<file path="src/rtl/input_link_sequencer_pkg.sv">
// Shared types and constants for the input-link readout sequencer.
package input_link_sequencer_pkg;

  localparam int STUB_W        = 36;
  // Offset of the link-local payload field inside a stub word; downstream stages slice on it.
  localparam int LINK_DATA_LSB = 14;

  typedef enum logic [1:0] {
    S_IDLE  = 2'd0,
    S_RUN   = 2'd1,
    S_DRAIN = 2'd2
  } state_t;

endpackage

</file>
<file path="src/rtl/input_link_sequencer_if.sv">
// Link-side and memory-side signals of the sequencer, bundled for port hookup.
interface input_link_sequencer_if #(
  parameter int NLINK     = 2,
  parameter int ADDR_BITS = 6,
  parameter int PAGE_BITS = 3
);
  import input_link_sequencer_pkg::*;

  logic                          en_proc;
  logic                          start;
  logic [PAGE_BITS-1:0]          bx_in;
  logic                          done;
  logic [NLINK-1:0]              link_empty;
  logic [NLINK-1:0]              link_read_en;
  logic [STUB_W*NLINK-1:0]       link_data;
  logic                          mem_we;
  logic [PAGE_BITS+ADDR_BITS-1:0] mem_addr;
  logic [STUB_W-1:0]             mem_data;
  logic [ADDR_BITS:0]            nstubs;
  logic                          overflow;

  // Environment side: drives control and link inputs, observes results.
  modport master (
    output en_proc, start, bx_in, link_empty, link_data,
    input  done, link_read_en, mem_we, mem_addr, mem_data, nstubs, overflow
  );

  // Sequencer side.
  modport slave (
    input  en_proc, start, bx_in, link_empty, link_data,
    output done, link_read_en, mem_we, mem_addr, mem_data, nstubs, overflow
  );

endinterface

</file>
<file path="src/rtl/input_link_sequencer_rr_arbiter.sv">
// Combinational round-robin pick: first requester at or after the pointer.
module input_link_sequencer_rr_arbiter #(
  parameter int NLINK = 2,
  parameter int PTR_W = 1
) (
  input  logic [NLINK-1:0] i_req,
  input  logic [PTR_W-1:0] i_ptr,
  output logic [NLINK-1:0] o_gnt,
  output logic [PTR_W-1:0] o_idx,
  output logic             o_vld
);

  logic [2*NLINK-1:0] w_rot;
  logic [PTR_W-1:0]   w_off;
  logic [PTR_W:0]     w_sum;

  // Rotate requests so the pointer sits at bit 0, take the lowest set bit, rotate back.
  always_comb begin
    o_vld = 1'b0;
    w_off = '0;
    w_rot = {i_req, i_req} >> i_ptr;
    for (int i = NLINK - 1; i >= 0; i--) begin
      if (w_rot[i]) begin
        o_vld = 1'b1;
        w_off = PTR_W'(i);
      end
    end
    w_sum = {1'b0, i_ptr} + {1'b0, w_off};
    o_idx = (w_sum >= (PTR_W+1)'(NLINK)) ? PTR_W'(w_sum - (PTR_W+1)'(NLINK)) : w_sum[PTR_W-1:0];
    o_gnt = o_vld ? (NLINK'(1) << o_idx) : '0;
  end

endmodule

</file>
<file path="src/rtl/input_link_sequencer.sv">
// Per-BX readout controller: drains input links round-robin into a paged stub memory.
module input_link_sequencer
  import input_link_sequencer_pkg::*;
#(
  parameter int NLINK     = 2,
  parameter int WINDOW    = 64,
  parameter int ADDR_BITS = 6,
  parameter int PAGE_BITS = 3
) (
  input  logic                  clk,
  input  logic                  reset,
  input_link_sequencer_if.slave bus
);

  localparam int MAXSTUBS = 2 ** ADDR_BITS;
  localparam int PTR_W    = (NLINK > 1) ? $clog2(NLINK) : 1;
  localparam int TMR_W    = (WINDOW > 1) ? $clog2(WINDOW) : 1;

  state_t               r_state, w_state_nxt;
  logic [PTR_W-1:0]     r_ptr, r_grant_d, w_idx, w_ptr_nxt;
  logic [TMR_W-1:0]     r_timer;
  logic [ADDR_BITS:0]   r_issued, r_count, r_nstubs;
  logic [PAGE_BITS-1:0] r_page;
  logic                 r_ovf, r_wr_vld;
  logic [NLINK-1:0]     w_gnt;
  logic                 w_vld, w_room, w_issue, w_start_ok, w_run_en, w_tmr_end;
  logic [STUB_W-1:0]    w_link [NLINK];

  for (genvar gi = 0; gi < NLINK; gi++) begin : g_split
    assign w_link[gi] = bus.link_data[gi*STUB_W +: STUB_W];
  end

  input_link_sequencer_rr_arbiter #(.NLINK(NLINK), .PTR_W(PTR_W)) u_arb (
    .i_req (~bus.link_empty),
    .i_ptr (r_ptr),
    .o_gnt (w_gnt),
    .o_idx (w_idx),
    .o_vld (w_vld)
  );

  // Issue gating counts reads, not writes, so a full page never receives a wrapped address.
  assign w_room     = r_issued < (ADDR_BITS+1)'(MAXSTUBS);
  assign w_start_ok = (r_state == S_IDLE) && bus.start && bus.en_proc;
  assign w_run_en   = (r_state == S_RUN) && bus.en_proc;
  assign w_issue    = w_run_en && w_vld && w_room;
  assign w_tmr_end  = r_timer == TMR_W'(WINDOW - 1);
  assign w_ptr_nxt  = (w_idx == PTR_W'(NLINK - 1)) ? '0 : w_idx + 1'b1;

  assign bus.link_read_en = w_issue ? w_gnt : '0;
  assign bus.done         = (r_state == S_DRAIN);
  assign bus.mem_we       = r_wr_vld;
  assign bus.mem_addr     = r_wr_vld ? {r_page, r_count[ADDR_BITS-1:0]} : '0;
  assign bus.mem_data     = r_wr_vld ? w_link[r_grant_d] : '0;
  assign bus.nstubs       = r_nstubs;
  assign bus.overflow     = r_ovf;

  // State register.
  always_ff @(posedge clk) begin
    if (reset) r_state <= S_IDLE;
    else       r_state <= w_state_nxt;
  end

  // Next state: window opens on accepted start, closes after WINDOW enabled cycles plus one drain cycle.
  always_comb begin
    w_state_nxt = r_state;
    case (r_state)
      S_IDLE:  if (w_start_ok) w_state_nxt = S_RUN;
      S_RUN:   if (bus.en_proc && w_tmr_end) w_state_nxt = S_DRAIN;
      S_DRAIN: w_state_nxt = S_IDLE;
      default: w_state_nxt = S_IDLE;
    endcase
  end

  // Read side: rr pointer, issued count, one-deep write pipeline stage.
  always_ff @(posedge clk) begin
    if (reset) begin
      r_ptr     <= '0;
      r_issued  <= '0;
      r_wr_vld  <= 1'b0;
      r_grant_d <= '0;
    end else begin
      r_wr_vld <= w_issue;
      if (w_start_ok)   r_issued <= '0;
      else if (w_issue) r_issued <= r_issued + 1'b1;
      if (w_issue) begin
        r_grant_d <= w_idx;
        r_ptr     <= w_ptr_nxt;
      end
    end
  end

  // Window bookkeeping: page, timer, write count, overflow flag and the published stub count.
  always_ff @(posedge clk) begin
    if (reset) begin
      r_page   <= '0;
      r_timer  <= '0;
      r_count  <= '0;
      r_ovf    <= 1'b0;
      r_nstubs <= '0;
    end else if (w_start_ok) begin
      r_page  <= bus.bx_in;
      r_timer <= '0;
      r_count <= '0;
      r_ovf   <= 1'b0;
    end else begin
      if (r_wr_vld) r_count <= r_count + 1'b1;
      if (w_run_en) begin
        r_timer <= r_timer + 1'b1;
        if (w_vld && !w_room) r_ovf <= 1'b1;
      end
      if (r_state == S_DRAIN) r_nstubs <= r_count + (ADDR_BITS+1)'(r_wr_vld);
    end
  end

endmodule

</file>
<file path="src/flat_wrapper.sv">
// flat-port wrapper written by rule: the top's interface ports become plain ports
module input_link_sequencer_flat import input_link_sequencer_pkg::*;
#(
  parameter int NLINK     = 2,
  parameter int WINDOW    = 64,
  parameter int ADDR_BITS = 6,
  parameter int PAGE_BITS = 3
)
  (clk, reset, bus_en_proc, bus_start, bus_bx_in, bus_link_empty, bus_link_data, bus_done, bus_link_read_en, bus_mem_we, bus_mem_addr, bus_mem_data, bus_nstubs, bus_overflow);
  input_link_sequencer_if #(.NLINK(NLINK), .ADDR_BITS(ADDR_BITS), .PAGE_BITS(PAGE_BITS)) bus_i ();
  input  logic clk;
  input  logic reset;
  input wire logic [$bits(bus_i.en_proc)-1:0] bus_en_proc;
  input wire logic [$bits(bus_i.start)-1:0] bus_start;
  input wire logic [$bits(bus_i.bx_in)-1:0] bus_bx_in;
  input wire logic [$bits(bus_i.link_empty)-1:0] bus_link_empty;
  input wire logic [$bits(bus_i.link_data)-1:0] bus_link_data;
  output wire logic [$bits(bus_i.done)-1:0] bus_done;
  output wire logic [$bits(bus_i.link_read_en)-1:0] bus_link_read_en;
  output wire logic [$bits(bus_i.mem_we)-1:0] bus_mem_we;
  output wire logic [$bits(bus_i.mem_addr)-1:0] bus_mem_addr;
  output wire logic [$bits(bus_i.mem_data)-1:0] bus_mem_data;
  output wire logic [$bits(bus_i.nstubs)-1:0] bus_nstubs;
  output wire logic [$bits(bus_i.overflow)-1:0] bus_overflow;
  assign bus_i.en_proc = bus_en_proc;
  assign bus_i.start = bus_start;
  assign bus_i.bx_in = bus_bx_in;
  assign bus_i.link_empty = bus_link_empty;
  assign bus_i.link_data = bus_link_data;
  assign bus_done = bus_i.done;
  assign bus_link_read_en = bus_i.link_read_en;
  assign bus_mem_we = bus_i.mem_we;
  assign bus_mem_addr = bus_i.mem_addr;
  assign bus_mem_data = bus_i.mem_data;
  assign bus_nstubs = bus_i.nstubs;
  assign bus_overflow = bus_i.overflow;
  input_link_sequencer #(.NLINK(NLINK), .WINDOW(WINDOW), .ADDR_BITS(ADDR_BITS), .PAGE_BITS(PAGE_BITS)) u_core (.clk(clk), .reset(reset), .bus(bus_i));
endmodule
</file>
<file path="config.mk">
export PLATFORM = sky130hd
export DESIGN_NAME = input_link_sequencer_flat
export DESIGN_NICKNAME = d
export VERILOG_FILES = /design/src/rtl/input_link_sequencer_pkg.sv /design/src/rtl/input_link_sequencer_if.sv /design/src/rtl/input_link_sequencer_rr_arbiter.sv /design/src/rtl/input_link_sequencer.sv /design/src/flat_wrapper.sv
export SDC_FILE = /design/constraint.sdc
export NUM_CORES = 1
export LEC_CHECK = 0
export BUFFER_PORTS_ARGS = -buffer_cell sky130_fd_sc_hd__buf_4
export CAP_MARGIN = 20
export CORE_UTILIZATION = 45
export DETAILED_ROUTE_END_ITERATION = 8
export GPL_TIMING_DRIVEN = 0
export MAX_ROUTING_LAYER = met4
export PLACE_DENSITY = 0.83
export SETUP_SLACK_MARGIN = 0.2
export SKIP_CTS_REPAIR_TIMING = 1
export SYNTH_ARGS = -nofsm -noshare
export SYNTH_HDL_FRONTEND = slang
export SYNTH_SLANG_ARGS = --single-unit
</file>
<file path="constraint.sdc">
create_clock -name clk -period 3.39 [get_ports clk]
set_clock_uncertainty 0.2 [all_clocks]
set_input_delay 0.339 -clock clk [delete_from_list [all_inputs] [get_ports clk]]
set_output_delay 0.339 -clock clk [all_outputs]
set_load 0.02 [all_outputs]
</file>
==> impl_results.md, run 1 <==
* Run status: completed
* Yosys warning total at 0
* Cell types with the largest area share after synthesis: sky130_fd_sc_hd__dfxtp_1 (32%), sky130_fd_sc_hd__mux2i_1 (20%), sky130_fd_sc_hd__nor2b_1 (10%)
* CTS tree: yes
* CP dominant cell by count: sky130_fd_sc_hd__clkbuf_1
* Critical path's largest stage delay at about 0.45 ns
* Clock latency of the later-clocked register in the worst-skew pair at 0.30 ns
* Number of rows created at floorplan at 25
* CP top delay family: buffers and inverters
* Boundary Pins at between 100 and 150
* Setup TNS after final layout at 0 ns
* Critical path endpoint category: primary output
* Filler Cells Inserted at between 400 and 500
* Number of flops mapped to enable cells by yosys at 0
* Maximum number of pins on one net before global-route repair at 11
* Post-Place Setup Slack at ~1.3 ns
* Startpoint kind of the worst setup timing path: register
* Final cell utilization of the core at 0.723
* Largest fanout on the critical path at 10
* Global-route wire length before repair at 10200 µm
* Path type of the worst min-delay path: primary input to register
* Maximum number of buffers from clock root to sink at 2
* Initial antenna violation count at 0
* Synth-to-layout area growth at 52.4%
* Highest Clock Rate at approximately 0.42 GHz
* Crit Path Category: register to primary output
* Number of unique standard cell types used by synthesis at 36
* Remaining antenna violation count at 0
* Mean instance size in the synthesized netlist at around 8.6 µm²
* Most repeated cell in the gate-level netlist after synthesis: sky130_fd_sc_hd__mux2i_1
* GRT Overall Usage at 0.256
* IR drop worst, VDD at 0.300 mV
* Share of the clock period used by the worst path after layout at 0.700
* Vias/cell at between 5 and 6
* Most instantiated flip-flop cell in the synthesis netlist: sky130_fd_sc_hd__dfxtp_1
* Unrepaired setup endpoints after global routing: no
* Estimated wirelength of the detail-placed design at 5500 µm
* Combined buffer and inverter count along the critical path at 3
* Final RePlAce weighted congestion at 0.759
* Y dimension of the die at 73.0 µm
* Nets@finish at between 400 and 500
* Worst-case headroom to the max-slew limit at 0.635
* Starting density of the core at 0.475
* Max-cap check violation count at 0
* Cell type contributing the most total cell area after synthesis: sky130_fd_sc_hd__dfxtp_1
* First DRT Iteration DRCs at 50
* Vias in the first global route at ~2200
* Clock H-tree levels at 2
* Root Buffer: sky130_fd_sc_hd__clkbuf_8
* Tightest hold margin at between 0.07 and 0.08 ns
* Synthesized instance count at approximately 270
* Routed wire length per instance at 14.4 µm
* Count of final hold-check violations at 0
* First-pass iteration count of the detailed router at 4
* Worst path slowest cell: sky130_fd_sc_hd__dfxtp_1
* Area of the mapped netlist at approximately 2300 µm²
* Via count at approximately 2400
* Top post-synthesis cells by count: sky130_fd_sc_hd__mux2i_1 (45), sky130_fd_sc_hd__nor2b_1 (38), sky130_fd_sc_hd__dfxtp_1 (36)
* Area share of the largest cell type after synthesis at 0.317
* Fraction of final layout cells sized beyond drive strength 1 at 0.384
* Register bit count reported by yosys at 36
* Area inside the core boundary at 4790 µm²
* DRC violation count after routing at 0
* Proportion of register bits with asynchronous set or reset after synthesis at 0
* ANT cells at 0
* Worst Max-Slew Pin Slew at 0.547 ns
* Leakage Power at around 1.5 nW
* Post-Route WL at around 6800 µm
* Final number of max-transition violations at 0
* Total die area at ~5300 µm²
* Worst-path clk slew at about 0.070 ns
* CTS buffer count at 5
* Total nets after synthesis at around 350
* Shortest period the worst path allows at between 2 and 2.5 ns
* Number of clock sinks seen by CTS at 36
* Layout Cell Area excl Fill at 3460 µm²
* Data required, critical path at roughly 2.9 ns
* Width of the chip at 73.0 µm
* Post-route setup slack at 1.02 ns
* Quantity of I/O buffers inserted on ports at 137
* Cell Area, Placed at between 3000 and 4000 µm²
* Areal power density over the cells at 254 nW/µm²
* Worst Path Arrival at 1.83 ns
* Sequential share of the synthesized area at 0.317
* Sequence of cells on the critical path: clkbuf_1, clkbuf_1, nor2b_1, buf_4
* Number of failing setup endpoints in the final timing report at 0
* Total congestion overflow at 0
-- final timing paths --
path | startpoint | to | slack, ns | depth (start not counted)
setup / recovery | u_core.bus.mem_we$_SDFF_PP0_ | bus_mem_data[25] | 1.02 | 4
hold / removal | bus_bx_in[2] | u_core.r_page[2]$_SDFFE_PP0P_ | 0.08 | 3
setup reg to reg | u_core.bus.mem_we$_SDFF_PP0_ | u_core.bus.nstubs[6]$_SDFFE_PP0P_ | 1.48 | 5
hold reg to reg | u_core.bus.overflow$_SDFFE_PP0P_ | u_core.bus.overflow$_SDFFE_PP0P_ | 0.26 | 2
-- cell type report --
type                    instances  area (µm²)  area share
flip-flops and latches         36         721       0.208
multi-input cells             208        1460       0.421
plain buffers                  17        77.6      0.0224
clock inverters                 1        5.00     0.00145
inverters                       4        15.0     0.00434
well taps                      67        83.8      0.0242
clock buffers                   6        72.6      0.0210
repair buffers                137        1030       0.297
-- where the power goes --
group	total, mW	internal [mW]	switching (mW)
Clock	0.289	0.140	0.149
Combinational	0.157	0.0929	0.0642
Sequential	0.432	0.428	0.00489
-- flip-flops by register name (all words and copies together), names as in the netlist --
signal and cells:
u_core.bus.overflow 1, u_core.r_issued 7, u_core.r_ptr 1, u_core.bus.nstubs 7
u_core.r_count 7, u_core.r_page 3, u_core.r_grant_d 1, u_core.bus.mem_we 1
u_core.r_timer 6, u_core.r_state 2
-- kinds of logic after synthesis --
family                   count (synthesis)  share of synthesized area
XOR/XNOR                                 9                     0.0347
buffers and inverters                   21                     0.0408
AND/OR/NAND/NOR                        112                      0.288
multiplexers                            45                      0.198
AO/OA/AOI/OAI                           37                     0.0931
flip-flops                              36                      0.317
adder cells (fa/ha/maj)                  5                     0.0275
-- metal layers --
metal  vias up  global-route usage  part of all wire  wire [µm]
met2        92               0.444              0.51       3470
met4         0              0.0871             0.020        140
met3        12              0.0580             0.080        546
met5         -                   -                 0          0
li1       1220                   -                 -          -
met1      1088               0.289              0.39       2690
-- tightest hold or removal path, cell delays in order --
cell	delay (ns)
sky130_fd_sc_hd__buf_4	0.08
sky130_fd_sc_hd__mux2i_1	0.05
sky130_fd_sc_hd__nor2_1	0.07
-- metrics by stage --
stage,power [mW],instances
CTS,0.884,476
detailed placement,0.600,469
finish,0.878,476
global placement,0.596,469
floorplan,0.503,265
global route,0.913,476
-- cell usage in the layout, fill, tap and decap left out, drive strengths merged, types with 2 or more instances in the layout --
cell / instances
a21oi: 15
and2: 9
buf: 146
clkbuf: 14
clkinv: 2
dfxtp: 36
ha: 5
inv: 3
mux2i: 45
nand2: 9
nand3: 12
nand3b: 3
nand4: 2
nand4bb: 2
nor2: 16
nor2b: 38
nor3: 4
nor4: 2
o21a: 2
o21ai: 13
o31ai: 2
or3: 10
or4: 3
xnor2: 2
xor2: 7
No activity file was read; power rests on OpenSTA's default activity.
==> run 2: changes to the inputs <==
Settings changed: CORE_UTILIZATION 45 to 44, PLACE_DENSITY 0.83 to 0.81.
Clock period 3.39 ns to 2.4 ns, I/O delays scaled along.
==> impl_results.md, run 2 (same netlist as run 1, synthesis figures left out) <==
* Most frequent cells in the layout: sky130_fd_sc_hd__buf_4 (138), sky130_fd_sc_hd__mux2i_1 (45), sky130_fd_sc_hd__nor2b_1 (38), sky130_fd_sc_hd__dfxtp_1 (36), sky130_fd_sc_hd__nor2_1 (16) (unchanged)
* Initial antenna violation count at 0 (unchanged)
* DRC violation count after routing at 0 (unchanged)
* Leakage Power at 1.50 nW (was 1.48 nW)
* Clock H-tree levels at 2 (unchanged)
* Worst path slowest cell: sky130_fd_sc_hd__dfxtp_1 (unchanged)
* Shortest period the worst path allows at about 2.1 ns
* Tightest hold margin at -0.0278 ns (was 0.0794 ns)
* Share of the clock period used by the worst path after layout at 0.879
* Nets@finish at 496 (was 495)
* Maximum number of buffers from clock root to sink at 2 (unchanged)
* Path depth of the worst reg2reg path at 5 (unchanged)
* Highest Clock Rate at between 0.4 and 0.5 GHz
* Root Buffer: sky130_fd_sc_hd__clkbuf_8 (unchanged)
* GRT Overall Usage at 0.239 (was 0.256)
* Worst-case headroom to the max-slew limit at 0.685 (was 0.635)
* Startpoint kind of the worst setup timing path: register (unchanged)
* Total congestion overflow at 0 (unchanged)
* Filler-free cell count of the finished design at 477 (was 476)
* Critical path's largest stage delay at 0.52 ns (was 0.45 ns)
* Boundary Pins at 138 (unchanged)
* ANT cells at 0 (unchanged)
* First DRT Iteration DRCs at 75 (was 50)
* Unrepaired setup endpoints after global routing: yes (was no)
* Run status: complete, but fails checks (was completed)
* Most common library cell in the layout ignoring fill and taps: sky130_fd_sc_hd__buf_4 (unchanged)
* Multi-input logic area at 1460 µm² (unchanged)
* Post-Route WL at 6680 µm (was 6850 µm)
* Sequence of cells on the critical path: clkbuf_2, clkbuf_2, nor2b_1, buf_4 (was clkbuf_1, clkbuf_1, nor2b_1, buf_4)
* Number of stages on the worst hold path at 3 (unchanged)
* Number of failing setup endpoints in the final timing report at 0 (unchanged)
* Worst hold path endpoint: u_core.r_page[0]$_SDFFE_PP0P_ (was u_core.r_page[2]$_SDFFE_PP0P_)
* Final RePlAce weighted congestion at 0.781 (was 0.759)
* Maximum number of pins on one net before global-route repair at 11 (unchanged)
* Via count at 2386 (was 2412)
* Area inside the core boundary at 4850 µm² (was 4790 µm²)
* Synth-to-layout area growth at 54.2% (was 52.4%)
* Final number of max-transition violations at 0 (unchanged)
* Clock latency of the later-clocked register in the worst-skew pair at 0.29 ns (was 0.30 ns)
* Count of placed standard cells including taps at 469 (unchanged)
* Worst-path clk slew at 0.07 ns (about the same)
* Worst Path Arrival at 1.67 ns (was 1.83 ns)
* CP top delay family: buffers and inverters (unchanged)
* Setup TNS after final layout at 0 ns (unchanged)
* CP dominant cell by count: sky130_fd_sc_hd__clkbuf_2 (was sky130_fd_sc_hd__clkbuf_1)
* Flop-to-flop setup slack at 0.39 ns (was 1.48 ns)
* Worst Max-Slew Pin Slew at 0.473 ns (was 0.547 ns)
* Remaining antenna violation count at 0 (unchanged)
* Areal power density over the cells at 371 nW/µm² (was 254 nW/µm²)
* Starting density of the core at 0.468 (was 0.475)
* Estimated wirelength of the detail-placed design at 5320 µm (was 5500 µm)
* Path type of the worst min-delay path: primary input to register (unchanged)
* Post-Place Setup Slack at 0.404 ns (was 1.34 ns)
* Combined buffer and inverter count along the critical path at 3 (unchanged)
* Capturing point of the worst reg2reg path: u_core.bus.nstubs[6]$_SDFFE_PP0P_ (unchanged)
* Violated checks: hold timing
* Width of the chip at 73.8 µm (was 73.0 µm)
* Number of rows created at floorplan at 25 (unchanged)
* Vias in the first global route at 2029 (was 2179)
* First-pass iteration count of the detailed router at 4 (unchanged)
* Y dimension of the die at 73.8 µm (was 73.0 µm)
* R2R Path Start: u_core.bus.mem_we$_SDFF_PP0_ (unchanged)
* Data required, critical path at 1.96 ns (was 2.85 ns)
* Min-delay src: bus_bx_in[0] (was bus_bx_in[2])
* Crit Path Category: register to primary output (unchanged)
* Global-route wire length before repair at 9690 µm (was 10200 µm)
* Routed wire length per instance at 14.0 µm (was 14.4 µm)
* Critical path endpoint category: primary output (unchanged)
* Final cell utilization of the core at 0.722 (was 0.723)
* Max-cap check violation count at 0 (unchanged)
* Combined flip-flop and latch cell area at 721 µm² (unchanged)
* Vias/cell at 5.00 (was 5.07)
* Quantity of I/O buffers inserted on ports at 137 (unchanged)
* Post-route setup slack at 0.290 ns (was 1.02 ns)
* Total die area at 5450 µm² (was 5330 µm²)
* IR drop worst, VDD at 0.390 mV (was 0.300 mV)
* CTS tree: yes (unchanged)
* Count of final hold-check violations at 2 (was 0)
* Fraction of final layout cells sized beyond drive strength 1 at 0.395 (was 0.384)
* Filler Cells Inserted at 393 (was 404)
* Number of clock sinks seen by CTS at 36 (unchanged)
* Largest fanout on the critical path at 10 (unchanged)
* CTS buffer count at 5 (unchanged)
==> run 2: worst max-delay path by stage <==
stage | cells after the start | slack, ns | startpoint | endpoint
floorplan | 5 | 0.35 | u_core.bus.mem_we$_SDFF_PP0_ | u_core.bus.nstubs[6]$_SDFFE_PP0P_
global placement | 5 | 0.46 | u_core.bus.mem_we$_SDFF_PP0_ | u_core.bus.nstubs[6]$_SDFFE_PP0P_
detailed placement | 4 | 0.40 | u_core.bus.mem_we$_SDFF_PP0_ | bus_mem_data[30]
CTS | 4 | 0.08 | u_core.bus.mem_we$_SDFF_PP0_ | bus_mem_data[30]
global route | 5 | 0.19 | u_core.r_grant_d$_SDFFE_PP0P_ | bus_mem_data[34]
finish | 4 | 0.29 | u_core.bus.mem_we$_SDFF_PP0_ | bus_mem_data[30]
==> run 2: per-layer routing <==
layer	GRT usage	wire length, µm	vias up	part of all wire
met1	0.306	2870	1081	0.43
met2	0.379	3290	80	0.49
met5	-	0	-	0
met3	0.0508	452	8	0.068
met4	0.0662	65	0	0.0097
li1	-	-	1217	-
==> run 2: where the power goes <==
group / total (mW) / internal (mW) / switching, mW
clock: 0.466 / 0.256 / 0.211
sequential: 0.611 / 0.604 / 0.00689
combinational: 0.221 / 0.133 / 0.0883
==> run 2: area by class of cell <==
cell class,count,share of cell area
multi-input combinational,208,0.416
timing repair buffer,138,0.297
sequential,36,0.206
clock buffer,7,0.0275
buffer,17,0.0257
tap,67,0.0239
inverter,4,0.00429
==> run 2: tightest hold or removal path, stage by stage <==
cell and delay, ns:
sky130_fd_sc_hd__buf_4 0.08, sky130_fd_sc_hd__mux2i_1 0.05, sky130_fd_sc_hd__nor2_1 0.07
==> run 2: stage by stage <==
stage / hold WS (ns) / instance area (µm²) / power (mW)
3_3_place_gp: 0.234 / 3380 / 0.839
4_1_cts: -0.0223 / 3480 / 1.30
3_5_place_dp: 0.240 / 3380 / 0.844
2_1_floorplan: 0.184 / 2270 / 0.710
5_1_grt: 0.0143 / 3500 / 1.35
6_report: -0.0278 / 3500 / 1.30
==> run 3: changes to the inputs <==
Settings changed: HOLD_SLACK_MARGIN set to 0.06.
==> impl_results.md, run 3 (same netlist as run 1, synthesis figures left out) <==
* Run status: completed (was complete, but fails checks)
* GRT Overall Usage at 0.239 (unchanged)
* Global-route wire length before repair at 9690 µm (unchanged)
* Total Power Consumption at 1.30 mW (about the same)
* Fraction of final layout cells sized beyond drive strength 1 at 0.392 (was 0.395)
* Total die area at 5450 µm² (unchanged)
* Root Buffer: sky130_fd_sc_hd__clkbuf_8 (unchanged)
* Path depth of the worst reg2reg path at 5 (unchanged)
* Count of placed standard cells including taps at 469 (unchanged)
* Total congestion overflow at 0 (unchanged)
* IR drop worst, VDD at 0.388 mV (was 0.390 mV)
* Worst hold path endpoint: u_core.r_ptr$_SDFFE_PP0P_ (was u_core.r_page[0]$_SDFFE_PP0P_)
* Areal power density over the cells at 368 nW/µm² (was 371 nW/µm²)
* Vias in the first global route at 2029 (unchanged)
* Highest Clock Rate at 0.473 GHz (was 0.474 GHz)
* CTS buffer count at 5 (unchanged)
* CTS tree: yes (unchanged)
* Maximum number of buffers from clock root to sink at 2 (unchanged)
* Shortest period the worst path allows at 2.11 ns (about the same)
* Filler-free cell count of the finished design at 480 (was 477)
* Number of failing setup endpoints in the final timing report at 0 (unchanged)
* Boundary Pins at 138 (unchanged)
* Count of final hold-check violations at 0 (was 2)
* Flop-to-flop setup slack at 0.39 ns (about the same)
* Worst Path Arrival at 1.67 ns (about the same)
* First-pass iteration count of the detailed router at 4 (unchanged)
* Path type of the worst min-delay path: primary input to register (unchanged)
* Worst Max-Slew Pin Slew at 0.496 ns (was 0.473 ns)
* Estimated wirelength of the detail-placed design at 5320 µm (unchanged)
* Worst-case headroom to the max-slew limit at 0.670 (was 0.685)
* Final RePlAce weighted congestion at 0.781 (unchanged)
* Startpoint kind of the worst setup timing path: register (unchanged)
* Clock latency of the later-clocked register in the worst-skew pair at 0.29 ns (about the same)
* Number of rows created at floorplan at 25 (unchanged)
* Number of stages on the worst hold path at 3 (unchanged)
* Nets@finish at 499 (was 496)
* Routed wire length per instance at 14.0 µm (about the same)
* Y dimension of the die at 73.8 µm (unchanged)
* Unrepaired setup endpoints after global routing: yes (unchanged)
* Max-cap check violation count at 0 (unchanged)
* Leakage Power at 1.52 nW (was 1.50 nW)
* Crit Path Category: register to primary output (unchanged)
* Worst-path clk slew at 0.06 ns (was 0.07 ns)
* Most common library cell in the layout ignoring fill and taps: sky130_fd_sc_hd__buf_4 (unchanged)
* Synth-to-layout area growth at 55.5% (was 54.2%)
* ANT cells at 0 (unchanged)
* Data required, critical path at 1.96 ns (about the same)
* Area inside the core boundary at 4850 µm² (unchanged)
* Final number of max-transition violations at 0 (unchanged)
* R2R Path Start: u_core.bus.mem_we$_SDFF_PP0_ (unchanged)
* Share of the clock period used by the worst path after layout at 0.880 (was 0.879)
* Filler Cells Inserted at 388 (was 393)
* Starting density of the core at 0.468 (unchanged)
* Clock H-tree levels at 2 (unchanged)
* Initial antenna violation count at 0 (unchanged)
* Quantity of I/O buffers inserted on ports at 137 (unchanged)
* Largest fanout on the critical path at 10 (unchanged)
* Post-Route WL at 6740 µm (was 6680 µm)
* Capturing point of the worst reg2reg path: u_core.bus.nstubs[6]$_SDFFE_PP0P_ (unchanged)
* Setup TNS after final layout at 0 ns (unchanged)
* Remaining antenna violation count at 0 (unchanged)
* DRC violation count after routing at 0 (unchanged)
* Number of clock sinks seen by CTS at 36 (unchanged)
* Min-delay src: bus_link_empty[0] (was bus_bx_in[0])
* Critical path endpoint category: primary output (unchanged)
* First DRT Iteration DRCs at 82 (was 75)
* Vias/cell at 5.00 (about the same)
* Width of the chip at 73.8 µm (unchanged)
* Most frequent cells in the layout: sky130_fd_sc_hd__buf_4 (138), sky130_fd_sc_hd__mux2i_1 (45), sky130_fd_sc_hd__nor2b_1 (38), sky130_fd_sc_hd__dfxtp_1 (36), sky130_fd_sc_hd__nor2_1 (16) (unchanged)
* Maximum number of pins on one net before global-route repair at 11 (unchanged)
* Via count at 2400 (was 2386)
==> run 3: cell count changes in the layout (fill, tap and decap cells not counted) <==
| cell | change |
|---|---|
| sky130_fd_sc_hd__dlygate4sd3_1 | +3 |
==> run 3: power breakdown <==
part           switching (mW)  internal, mW
combinational          0.0892         0.136
clock                   0.210         0.256
sequential            0.00686         0.604
==> run 3: how the worst max path moves through the flow <==
stage | start | end | cells after the start
finish | u_core.bus.mem_we$_SDFF_PP0_ | bus_mem_data[30] | 4
global route | u_core.r_grant_d$_SDFFE_PP0P_ | bus_mem_data[34] | 5
CTS | u_core.bus.mem_we$_SDFF_PP0_ | bus_mem_data[30] | 4
detailed placement | u_core.bus.mem_we$_SDFF_PP0_ | bus_mem_data[30] | 4
global placement | u_core.bus.mem_we$_SDFF_PP0_ | u_core.bus.nstubs[6]$_SDFFE_PP0P_ | 5
floorplan | u_core.bus.mem_we$_SDFF_PP0_ | u_core.bus.nstubs[6]$_SDFFE_PP0P_ | 5
==> run 3: final cells by class <==
cell class | count | area, µm² | area share
buffer | 17 | 90.1 | 0.0255
clock buffer | 7 | 96.3 | 0.0273
inverter | 4 | 15.0 | 0.00425
tap | 67 | 83.8 | 0.0237
multi-input combinational | 208 | 1460 | 0.413
timing repair buffer | 141 | 1070 | 0.303
sequential | 36 | 721 | 0.204
==> run 3: worst max-delay path, cell delays in order, from the launching register on <==
cell                       delay (ns)
sky130_fd_sc_hd__dfxtp_1         0.52
sky130_fd_sc_hd__clkbuf_2        0.28
sky130_fd_sc_hd__clkbuf_2        0.23
sky130_fd_sc_hd__nor2b_1         0.20
sky130_fd_sc_hd__buf_4           0.16
==> run 3: per-stage QoR <==
step           utilization  setup slack (ns)  hold slack (ns)  cell area [µm²]
2_1_floorplan            -             0.350            0.184             2270
3_3_place_gp         0.698             0.458            0.234             3380
3_5_place_dp         0.698             0.404            0.240             3380
4_1_cts              0.718            0.0842          -0.0223             3480
5_1_grt              0.729             0.194           0.0971             3530
6_report             0.729             0.287           0.0674             3530
==> run 3: per-layer routing <==
metal  track usage  vias up  wire length [µm]  share of wire
li1              -     1223                 -              -
met1         0.306     1092              2900           0.43
met2         0.379       77              3350           0.50
met3        0.0508        8               422          0.063
met4        0.0662        0                65         0.0096
met5             -        -                 0              0
